File: src/rtl/sram_arb_pkg.sv
// Shared types and defaults for the SRAM data-port arbiter.
//   owner_e  : identifies which requester owns an access/response
//   resp_t   : one-deep response record carried from gnt cycle to rvalid cycle
//   SRAM_BASE_ADDR_DEFAULT : byte base of the SRAM window
package sram_arb_pkg;

  typedef enum logic {
    OWNER_CORE = 1'b0,
    OWNER_FAB  = 1'b1
  } owner_e;

  localparam logic [31:0] SRAM_BASE_ADDR_DEFAULT = 32'h0000_0000;

  typedef struct packed {
    logic   valid;
    owner_e owner;
    logic   err;
    logic   is_read;
  } resp_t;

  // Empty response record (no response pending).
  function automatic resp_t resp_idle();
    resp_t r;
    r.valid   = 1'b0;
    r.owner   = OWNER_CORE;
    r.err     = 1'b0;
    r.is_read = 1'b0;
    return r;
  endfunction

endpackage

File: src/rtl/rr_arbiter2.sv
// Two-input round-robin arbiter with a last-owner register.
//   clk, resetn : clock, synchronous active-low reset
//   req_i[0]    : core eligible, req_i[1] : fabric eligible
//   gnt_o       : one-hot (or zero) grant vector, same cycle as req_i
// On a tie the requester that did not win last time is granted. After reset
// the fabric is recorded as last owner, so the core wins the first tie.
module rr_arbiter2 import sram_arb_pkg::*; (
  input  logic       clk,
  input  logic       resetn,
  input  logic [1:0] req_i,
  output logic [1:0] gnt_o
);

  owner_e last_owner_q;
  owner_e last_owner_d;

  always_comb begin
    gnt_o = '0;
    unique case (req_i)
      2'b01:   gnt_o = 2'b01;
      2'b10:   gnt_o = 2'b10;
      2'b11:   gnt_o = (last_owner_q == OWNER_CORE) ? 2'b10 : 2'b01;
      default: gnt_o = '0;
    endcase
  end

  always_comb begin
    last_owner_d = last_owner_q;
    if (gnt_o[0]) begin
      last_owner_d = OWNER_CORE;
    end else if (gnt_o[1]) begin
      last_owner_d = OWNER_FAB;
    end
  end

  always_ff @(posedge clk) begin
    if (!resetn) begin
      last_owner_q <= OWNER_FAB;
    end else begin
      last_owner_q <= last_owner_d;
    end
  end

endmodule

File: src/rtl/sram_data_arbiter.sv
// Arbitrates the Ibex data port and a fabric-side master onto the single RW
// port of the sram_1rw1r_32_256_8_sky130 data macro.
//   clk, resetn            : clock, synchronous active-low reset
//   core_* / fab_*         : OBI-style req/gnt/rvalid ports of the two masters
//   fab_en_i               : 0 masks the fabric requester completely
//   sram_*0_o / sram_dout0_i : macro port 0 (active-low csb/web, 1-cycle read)
//   conflict_cnt_o         : saturating count of cycles with both eligible
// Out-of-window accesses are granted but never reach the macro; they return
// rvalid with err=1 and rdata=0. Every grant, read or write, is answered
// with exactly one rvalid in the following cycle.
module sram_data_arbiter import sram_arb_pkg::*; #(
  parameter int unsigned ADDR_WIDTH = 8,
  parameter logic [31:0] BASE_ADDR  = SRAM_BASE_ADDR_DEFAULT,
  parameter int unsigned CNT_WIDTH  = 16
) (
  input  logic                  clk,
  input  logic                  resetn,

  input  logic                  core_req_i,
  output logic                  core_gnt_o,
  output logic                  core_rvalid_o,
  output logic                  core_err_o,
  input  logic                  core_we_i,
  input  logic [3:0]            core_be_i,
  input  logic [31:0]           core_addr_i,
  input  logic [31:0]           core_wdata_i,
  output logic [31:0]           core_rdata_o,

  input  logic                  fab_req_i,
  output logic                  fab_gnt_o,
  output logic                  fab_rvalid_o,
  output logic                  fab_err_o,
  input  logic                  fab_we_i,
  input  logic [3:0]            fab_be_i,
  input  logic [31:0]           fab_addr_i,
  input  logic [31:0]           fab_wdata_i,
  output logic [31:0]           fab_rdata_o,
  input  logic                  fab_en_i,

  output logic                  sram_csb0_o,
  output logic                  sram_web0_o,
  output logic [3:0]            sram_wmask0_o,
  output logic [ADDR_WIDTH-1:0] sram_addr0_o,
  output logic [31:0]           sram_din0_o,
  input  logic [31:0]           sram_dout0_i,

  output logic [CNT_WIDTH-1:0]  conflict_cnt_o
);

  // Eligibility is gated by resetn so nothing is granted while reset is held.
  logic       core_elig;
  logic       fab_elig;
  logic [1:0] gnt;
  logic       any_gnt;

  always_comb begin
    core_elig = resetn & core_req_i;
    fab_elig  = resetn & fab_req_i & fab_en_i;
  end

  rr_arbiter2 u_rr_arbiter2 (
    .clk    (clk),
    .resetn (resetn),
    .req_i  ({fab_elig, core_elig}),
    .gnt_o  (gnt)
  );

  always_comb begin
    core_gnt_o = gnt[0];
    fab_gnt_o  = gnt[1];
    any_gnt    = |gnt;
  end

  // Winner's request fields.
  logic                  win_we;
  logic [3:0]            win_be;
  logic [31:0]           win_addr;
  logic [31:0]           win_wdata;
  logic                  win_in_range;
  logic [ADDR_WIDTH-1:0] win_word;
  logic                  unused_addr_lsbs;

  always_comb begin
    win_we    = gnt[1] ? fab_we_i    : core_we_i;
    win_be    = gnt[1] ? fab_be_i    : core_be_i;
    win_addr  = gnt[1] ? fab_addr_i  : core_addr_i;
    win_wdata = gnt[1] ? fab_wdata_i : core_wdata_i;
    win_in_range = (win_addr[31:ADDR_WIDTH+2] == BASE_ADDR[31:ADDR_WIDTH+2]);
    win_word     = win_addr[ADDR_WIDTH+1:2];
    // Byte offset within the word is not used by a word-wide macro.
    unused_addr_lsbs = ^win_addr[1:0];
  end

  // Address, data and mask are presented combinationally in the grant cycle
  // and otherwise held from the last grant so the macro pins do not toggle.
  logic [ADDR_WIDTH-1:0] addr_q, addr_d;
  logic [31:0]           din_q, din_d;
  logic [3:0]            wmask_q, wmask_d;

  always_comb begin
    addr_d  = addr_q;
    din_d   = din_q;
    wmask_d = wmask_q;
    if (any_gnt) begin
      addr_d  = win_word;
      din_d   = win_wdata;
      wmask_d = win_be;
    end
  end

  always_ff @(posedge clk) begin
    if (!resetn) begin
      addr_q  <= '0;
      din_q   <= '0;
      wmask_q <= '0;
    end else begin
      addr_q  <= addr_d;
      din_q   <= din_d;
      wmask_q <= wmask_d;
    end
  end

  always_comb begin
    sram_csb0_o   = ~(any_gnt & win_in_range);
    sram_web0_o   = (any_gnt & win_in_range) ? ~win_we : 1'b1;
    sram_addr0_o  = addr_d;
    sram_din0_o   = din_d;
    sram_wmask0_o = wmask_d;
  end

  // Response pipeline: one record, loaded on every grant.
  resp_t resp_q, resp_d;

  always_comb begin
    resp_d = resp_idle();
    if (any_gnt) begin
      resp_d.valid   = 1'b1;
      resp_d.owner   = gnt[1] ? OWNER_FAB : OWNER_CORE;
      resp_d.err     = ~win_in_range;
      resp_d.is_read = ~win_we;
    end
  end

  always_ff @(posedge clk) begin
    if (!resetn) begin
      resp_q <= resp_idle();
    end else begin
      resp_q <= resp_d;
    end
  end

  // The response outputs are also qualified by resetn: a response pending when
  // reset is asserted must not surface during the reset cycle itself.
  logic        resp_live;
  logic [31:0] resp_rdata;

  always_comb begin
    resp_live  = resp_q.valid & resetn;
    resp_rdata = (resp_live & resp_q.is_read & ~resp_q.err) ? sram_dout0_i : '0;

    core_rvalid_o = resp_live & (resp_q.owner == OWNER_CORE);
    fab_rvalid_o  = resp_live & (resp_q.owner == OWNER_FAB);
    core_err_o    = core_rvalid_o & resp_q.err;
    fab_err_o     = fab_rvalid_o  & resp_q.err;
    core_rdata_o  = core_rvalid_o ? resp_rdata : '0;
    fab_rdata_o   = fab_rvalid_o  ? resp_rdata : '0;
  end

  // Saturating conflict counter.
  logic [CNT_WIDTH-1:0] conflict_cnt_q, conflict_cnt_d;

  always_comb begin
    conflict_cnt_d = conflict_cnt_q;
    if (core_elig && fab_elig && !(&conflict_cnt_q)) begin
      conflict_cnt_d = conflict_cnt_q + CNT_WIDTH'(1);
    end
  end

  always_ff @(posedge clk) begin
    if (!resetn) begin
      conflict_cnt_q <= '0;
    end else begin
      conflict_cnt_q <= conflict_cnt_d;
    end
  end

  always_comb begin
    conflict_cnt_o = conflict_cnt_q;
  end

endmodule
File: config.mk
export PLATFORM = sky130hd
export DESIGN_NAME = sram_data_arbiter
export DESIGN_NICKNAME = d
export VERILOG_FILES = /design/src/rtl/sram_arb_pkg.sv /design/src/rtl/rr_arbiter2.sv /design/src/rtl/sram_data_arbiter.sv
export SDC_FILE = /design/constraint.sdc
export NUM_CORES = 1
export LEC_CHECK = 0
export BUFFER_PORTS_ARGS = -buffer_cell sky130_fd_sc_hd__buf_2
export CORE_AREA = 2 2 119 121
export DETAILED_ROUTE_END_ITERATION = 7
export DIE_AREA = 0 0 121 123
export MAX_ROUTING_LAYER = met4
export SYNTH_ARGS = -nofsm -noshare
export SYNTH_HDL_FRONTEND = slang
export SYNTH_SLANG_ARGS = --single-unit
File: constraint.sdc
create_clock -name clk -period 1.9 [get_ports clk]
set_input_delay 0 -clock clk [delete_from_list [all_inputs] [get_ports clk]]
set_output_delay 0 -clock clk [all_outputs]
set_load 0.02 [all_outputs]
# Yosys cells after proc, flatten, opt, wreduce, memory -nomap -nowiden
# Cells that the tools add are included.
# word_totals
register_bits	65
in_bits	175
output_inout_bits	132
word_cells	54
# op_classes
add_sub_neg	1
n_eq_ne	3
mux	17
n_bitwise	16
reduce_logical	8
# op_table
op	count
two-way mux 32 bit	6
logical NOT 22 bit	1
adder 16 x 1 -> 16 bit (second input constant)	1
AND reduction 16 bit	1
two-way mux 4 bit	3
bitwise AND 1 bit	11
two-way mux 8 bit	1
case mux 2 bit (3 select lines)	1
two-way mux 1 bit	5
NOT 1 bit	5
== test 2 bit (second input constant)	2
== test 2 x 1 -> 1 bit (second input constant)	1
logical AND 1 bit	2
two-way mux 2 bit	1
AND reduction 2 bit	1
nonzero test 2 bit	1
OR reduction 2 bit	1
logical NOT 1 bit	1

# Longest topological paths before layout
# Gate-level depths: netlist (run 1).
# depth
word_depth	8
depth_mapped	7
mapped_depth_nobuf	5

# Modules after synthesis
# Synthesis (run 1) repeated with hierarchy kept, for this count alone.
# unflattened
hier_cells	454
area_unflattened_um2	3698.5
# modules_own_cells
module	n_inst	cells_per_inst	area_each_um2	seq_area_each_um2
sram_data_arbiter	1	447	3637.2	1281.2
rr_arbiter2	1	7	61.3	20.0

# Worst setup path after synthesis (run 1)
# No wires, ideal clock.
# synth_timing
path_type	register -> register
startpoint	reg conflict_cnt_q[0], in the netlist conflict_cnt_o[0]
endpoint	reg conflict_cnt_q[2], in the netlist conflict_cnt_o[2]
setup_time_ps	137
arrival_time_ps	1671
required_time_ps	1763
slack_ps	92
stages_incl_launch_ff	6
n_path_buf	0
synth_period_minus_slack_ps	1808
path_cell_list	dfxtp_1 -> ha_1 -> nand4_1 -> or4_1 -> and3_1 -> mux2i_1
# synth_between
elab_chain_cells	3
word_cells_on_any_way	4
classes_between	add/sub (1); reduce/logical (3)
# synth_lines
element	line_no	rtl
start: declaration	sram_data_arbiter.sv:170	logic [CNT_WIDTH-1:0] conflict_cnt_q, conflict_cnt_d;
start signal: assignment	sram_data_arbiter.sv:183	conflict_cnt_q <= conflict_cnt_d;
branches (longest 3 deep; another with adder 16 x 1 -> 16 bit)	--	
# Several ways; the timed one is not identified.
# A chain may end at the register's enable or synchronous reset.

# Worst setup path after layout (run 1)
# layout_timing
startpoint	reg u_rr_arbiter2.last_owner_q
endpoint	out sram_wmask0_o[3]
# layout_between
elab_chain_cells	4
word_cells_on_any_way	5
classes_between	mux (4); reduce/logical (1)
# layout_lines
element	line_no	rtl
start: declaration	rr_arbiter2.sv:14	owner_e last_owner_q;
start signal: assignment	rr_arbiter2.sv:40	last_owner_q <= last_owner_d;
two-way mux 2 bit *	rr_arbiter2.sv:22	2'b11: gnt_o = (last_owner_q == OWNER_CORE) ? 2'b10 : 2'b01;
case mux 2 bit (3 select lines) *	rr_arbiter2.sv:19	unique case (req_i)
two-way mux 4 bit or OR reduction 2 bit (tied branches)	sram_data_arbiter.sv:85, sram_data_arbiter.sv:71	
two-way mux 4 bit *	sram_data_arbiter.sv:104	if (any_gnt) begin
end: declaration	sram_data_arbiter.sv:42	output logic [3:0] sram_wmask0_o,
# Every way passes the cells marked *; elsewhere a longest branch is shown, timed or not.

==> run_results.csv, run 1 <==
group,metric,value,unit
min_path,hp-class,"in2reg",
detailed_routing,drtIter0Drc,218,
sta,rsz0062_at_grt,"true",
setup_path,critPathCaptureType,"output pin",
sta,setup_ws,116,ps
clocking,clk_latency,330,ps
sta,slew_headroom,59.8,%
die,start_util,27.7,%
power_and_ir_drop,ir_worst_vdd,0.373,mV
global_route,grt_usage,16.6,%
yosys,ys_top_cells_by_area,"dfxtp_1 (34%), mux2i_1 (13%), and2_1 (11%)",
setup_path,path_max_fanout,24,
outcome,status,"finished, final reports clean",
global_route,grt_max_degree,82,
clocking,cts_root_buffer,"clkbuf_16",
yosys,netlist.top_cell.by_area,"dfxtp_1",
setup_path,path_class,"reg2out",
sta,tightest_slew,603,ps
sta,setup_viol,0,
yosys,synth_edf_count,0,
yosys,syn_area,3770,µm²
place,place_congestion,0.879,
global_route,grt-ovfl-total,0,
place,post-place-ws,94.4,ps
sta,fin_tns_setup,0,ps
detailed_routing,vias_per_cell,4.69,
die,dieHeight,123,µm
sta,finalHoldViolations,0,
yosys,avgSynthCellArea,8.03,µm²
final_layout,final_nets,942,
yosys,syn-instance-count,470,
die,core,13600,µm²
flow_run,maxCapViolCount,0,
setup_path,arrival,1780,ps
clocking,cts_buffers,9,
detailed_routing,wl,12700,µm
die,design.die.area,14900,µm²
sta,drv_slew,0,
power_and_ir_drop,leakage,3.13,nW
sta,holdWs,61.8,ps
place,postPlaceCellArea,5540,µm²
detailed_routing,vias,4464,
yosys,ys_async_sr_fraction,0,%
detailed_routing,wl_per_cell,13.4,µm
global_route,antenna_found_initial,0,
yosys,ys.flop_type,"dfxtp_1",
setup_path,required,1900,ps
detailed_routing,drc,0,
die,row_count,43,
clocking,cts_buffer_depth,2,
yosys,synth_common_cells,"and2_1 (66), dfxtp_1 (65), nor2_1 (53)",
die,ios,307,
global_route,grt_pass1_wl,18900,µm
yosys,synth_cell_types,35,
place,io_buffers,302,
clocking,clock-sinks,65,
yosys,ys_warn_count,0,
final_layout,diodes,0,
yosys,synth_nets,646,
power_and_ir_drop,power_density,674,nW/µm²
sta,max_freq,561,MHz
global_route,grt_pass1_vias,3788,
sta,post-route-period-util,93.9,%
detailed_routing,drtPass1Iterations,5,
final_layout,fin_area,5900,µm²
yosys,synth_seq_cells,65,
sta,period_minus_slack,1780,ps
clocking,clk_pin_slew,60,ps
clocking,htree_levels,3,
sta,fin_skew,9.32,ps
die,die_w,121,µm
clocking,tritoncts,"done",
yosys,synthMostInstantiatedCell,"and2_1",
setup_path,start_kind,"flip-flop",
yosys,synth_top_area_share,34.5,%
place,post-dp-hpwl,9900,µm
final_layout,utilization,43.3,%
detailed_routing,drtAntennaViolNets,0,
final_layout,layout-drive-gt1-share,44.4,%
yosys,yosysSeqAreaShare,34.5,%
final_layout,syn2layout_area_growth,56.2,%
## per-layer routing
layer | routed length (µm) | track usage [%]
met1 | 5620 | 19.8
met2 | 6040 | 27.7
met3 | 912 | 4.06
met4 | 137 | 5.38
met5 | 0 | -
## metrics by stage
step           cells  power, mW
3_3_place_gp     932       2.33
5_1_grt          951       4.21
2_1_floorplan    470       1.96
6_report         951       3.98
3_5_place_dp     932       2.34
4_1_cts          950       4.04
## path summary, 6_finish.rpt
path	from	to	slack (ps)	cells past startpoint
worst max register to register	conflict_cnt_o[1]$_SDFFE_PN0P_	conflict_cnt_o[14]$_SDFFE_PN0P_	120	5
worst min-delay path	fab_wdata_i[0]	din_q[0]$_SDFF_PN0_	60	3
worst max-delay path	u_rr_arbiter2.last_owner_q$_SDFFE_PN1N_	sram_wmask0_o[3]	120	7
worst min register to register	conflict_cnt_o[0]$_SDFFE_PN0P_	conflict_cnt_o[0]$_SDFFE_PN0P_	490	1
## layout make-up
type	instances	area [µm²]
inverters	8	30.0
repair buffers	318	1710
clock inverters	6	65.1
fillers	1395	7710
flip-flops and latches	65	1300
well taps	180	225
clock buffers	10	239
multi-input cells	364	2330
## layout by cell type, fill, tap and decap left out, types with 2 or more instances in the layout
cell,instances
a211oi_1,44
nand2_1,21
buf_4,9
clkinv_2,2
inv_1,7
nor4b_1,3
dfxtp_1,64
dlygate4sd3_1,2
mux2i_1,48
nand4_2,2
nand3_1,5
buf_2,302
o211ai_1,2
nor3b_1,5
a21oi_1,51
o21ai_0,10
and3_1,2
nor4_1,12
or4_1,4
and4_1,2
nand2b_1,3
nand4_1,9
clkbuf_16,9
nor3_1,5
o31ai_1,3
nor2_1,53
a31oi_1,2
mux2i_2,2
and2_1,66
buf_12,4
## what timing repair did
action / 4_1_cts / 5_1_grt
hold buffers: 2 / 0
gates resized for setup: 0 / 5
hold endpoints to repair: 1 / 0
buffers inserted: 0 / 1
endpoints found under the setup margin: 0 / 12
## state kept, by name, summed over array words and instances, names as in the netlist
name and cells:
conflict_cnt_o 16, wmask_q 4, din_q 32, addr_q 8, u_rr_arbiter2.last_owner_q 1, resp_q 4
## critical path: stages, from the launching register on
cell and delay (ps):
dfxtp_1 340, nand2_1 50, nand4_1 140, buf_12 150
buf_16 200, mux2i_1 290, a21oi_1 100, buf_2 180
## cells by family (layout without fill, tap and decap cells)
| logic type | after synthesis | after routing | synth area share (%) |
|---|---|---|---|
| flip-flops | 65 | 65 | 34.5 |
| multiplexers | 50 | 50 | 13.3 |
| adder cells (fa/ha/maj) | 1 | 1 | 0.331 |
| AO/OA/AOI/OAI | 116 | 116 | 19.0 |
| AND/OR/NAND/NOR | 197 | 197 | 28.3 |
| buffers and inverters | 41 | 342 | 4.61 |
## power by group
part,total (mW),internal [mW],switching [mW]
clock network,1.67,1.05,0.616
registers,1.47,1.44,0.0225
logic,0.844,0.352,0.491
total,3.98,2.85,1.13
Note: power is estimated with default switching activity, not from simulation.
==> run 2: changes to the inputs <==
--- a/config.mk
+++ b/config.mk
@@ -9,7 +9,6 @@
 export CORE_AREA = 2 2 119 121
 export DETAILED_ROUTE_END_ITERATION = 7
 export DIE_AREA = 0 0 121 123
-export MAX_ROUTING_LAYER = met4
 export SYNTH_ARGS = -nofsm -noshare
 export SYNTH_HDL_FRONTEND = slang
 export SYNTH_SLANG_ARGS = --single-unit
==> run_results.csv, run 2 (synthesis results as in run 1) <==
group,metric,value,unit
die,row_count,43,
power_and_ir_drop,ir_worst_vdd,0.373,mV
setup_path,required,1900,ps
clocking,clk_latency,330,ps
die,design.die.area,14900,µm²
sta,period_minus_slack,1790,ps
setup_path,critPathCaptureType,"output pin",
final_layout,layout-drive-gt1-share,45.0,%
final_layout,diodes,0,
sta,setup_viol,0,
power_and_ir_drop,leakage,3.11,nW
setup_path,path_max_fanout,24,
detailed_routing,wl_per_cell,13.4,µm
detailed_routing,drtAntennaViolNets,0,
global_route,antenna_found_initial,0,
place,postPlaceCellArea,5540,µm²
global_route,grt_max_degree,82,
detailed_routing,drtPass1Iterations,5,
sta,drv_slew,0,
place,post-dp-hpwl,9900,µm
clocking,clock-sinks,65,
final_layout,mostFrequentLayoutCell,"buf_2",
sta,max_freq,558,MHz
detailed_routing,vias_per_cell,4.68,
final_layout,top_register,"din_q",
die,core,13600,µm²
clocking,cts_buffers,9,
sta,slew_headroom,60.2,%
setup_path,ff2ff_setup_slack,120,ps
sta,finalHoldViolations,0,
clocking,tritoncts,"done",
die,ios,307,
sta,rsz0062_at_grt,"true",
setup_path,path_class,"reg2out",
place,place_congestion,0.865,
global_route,grt_pass1_wl,18900,µm
setup_path,critPathSlowestCell,"dfxtp_1",
final_layout,fin_area,5920,µm²
clocking,cts_root_buffer,"clkbuf_16",
setup_path,critPathMaxStageDelay,340,ps
final_layout,syn2layout_area_growth,56.7,%
power_and_ir_drop,power,3.98,mW
setup_path,cp-startpoint,"u_rr_arbiter2.last_owner_q$_SDFFE_PN1N_",
global_route,grt_pass1_vias,3777,
clocking,htree_levels,3,
sta,setup_ws,109,ps
final_layout,utilization,43.5,%
place,dp_cells,932,
setup_path,r2r-start,"conflict_cnt_o[1]$_SDFFE_PN0P_",
global_route,grt-ovfl-total,0,
final_layout,layout.cells.most_common_list,"buf_2 (302), and2_1 (66), dfxtp_1 (64)",
die,dieHeight,123,µm
power_and_ir_drop,power_density,673,nW/µm²
min_path,hp-class,"in2reg",
sta,tightest_slew,598,ps
outcome,status,"finished, final reports clean",
flow_run,maxCapViolCount,0,
clocking,cts_buffer_depth,2,
setup_path,path_cells,"nand2_1 -> nand4_1 -> buf_12 -> buf_16 -> mux2i_1 -> a21oi_1 -> buf_2",
final_layout,fin_cells,951,
final_layout,final_nets,942,
detailed_routing,drc,0,
detailed_routing,drtIter0Drc,224,
sta,fin_skew,11.9,ps
setup_path,start_kind,"flip-flop",
clocking,clk_pin_slew,60,ps
sta,post-route-period-util,94.3,%
global_route,grt_usage,16.1,%
min_path,min_from,"fab_wdata_i[0]",
place,io_buffers,302,
detailed_routing,vias,4452,
detailed_routing,wl,12700,µm
sta,fin_tns_setup,0,ps
final_layout,largest_reg_flops,32,
die,die_w,121,µm
die,start_util,27.7,%
setup_path,arrival,1790,ps
place,post-place-ws,94.4,ps
sta,holdWs,58.1,ps
[run 2: where the power goes]
| part | total, mW | internal [mW] | leakage (nW) | switching (mW) |
|---|---|---|---|---|
| logic | 0.849 | 0.356 | 2.42 | 0.494 |
| registers | 1.47 | 1.44 | 0.535 | 0.0225 |
| clock network | 1.67 | 1.05 | 0.149 | 0.616 |
| total | 3.98 | 2.85 | 3.11 | 1.13 |
[run 2: critical path: cells and delay by family, from the launching register on]
kind | cells | cell delay [ps]
flops | 1 | 340
mux | 1 | 290
compound gates | 1 | 100
simple gates | 2 | 190
buf+inv | 3 | 540
[run 2: final timing paths]
check	end	cells past startpoint
max	sram_wmask0_o[3]	7
min	din_q[0]$_SDFF_PN0_	3
max reg2reg	conflict_cnt_o[14]$_SDFFE_PN0P_	5
min reg2reg	conflict_cnt_o[0]$_SDFFE_PN0P_	1
[run 2: final cells by class]
class                           instances  area, µm²
Timing Repair Buffer                  318       1710
Clock inverter                          6       65.1
Inverter                                8       30.0
Sequential cell                        65       1300
Tap cell                              180        225
Fill cell                            1394       7690
Multi-Input combinational cell        364       2350
Clock buffer                           10        239
[run 2: layer usage]
metal / share of wire [%] / track usage, %
met5: 0 / 0
met4: 1.1 / 5.38
met3: 7.3 / 4.29
met2: 48 / 27.6
met1: 44 / 19.7
[run 2: repair_timing]
item                       CTS  global route
hold buffers                 2             0
gates resized for setup      0            10
setup endpoints to repair    0            12
hold endpoints to repair     1             0
buffers inserted             0             1
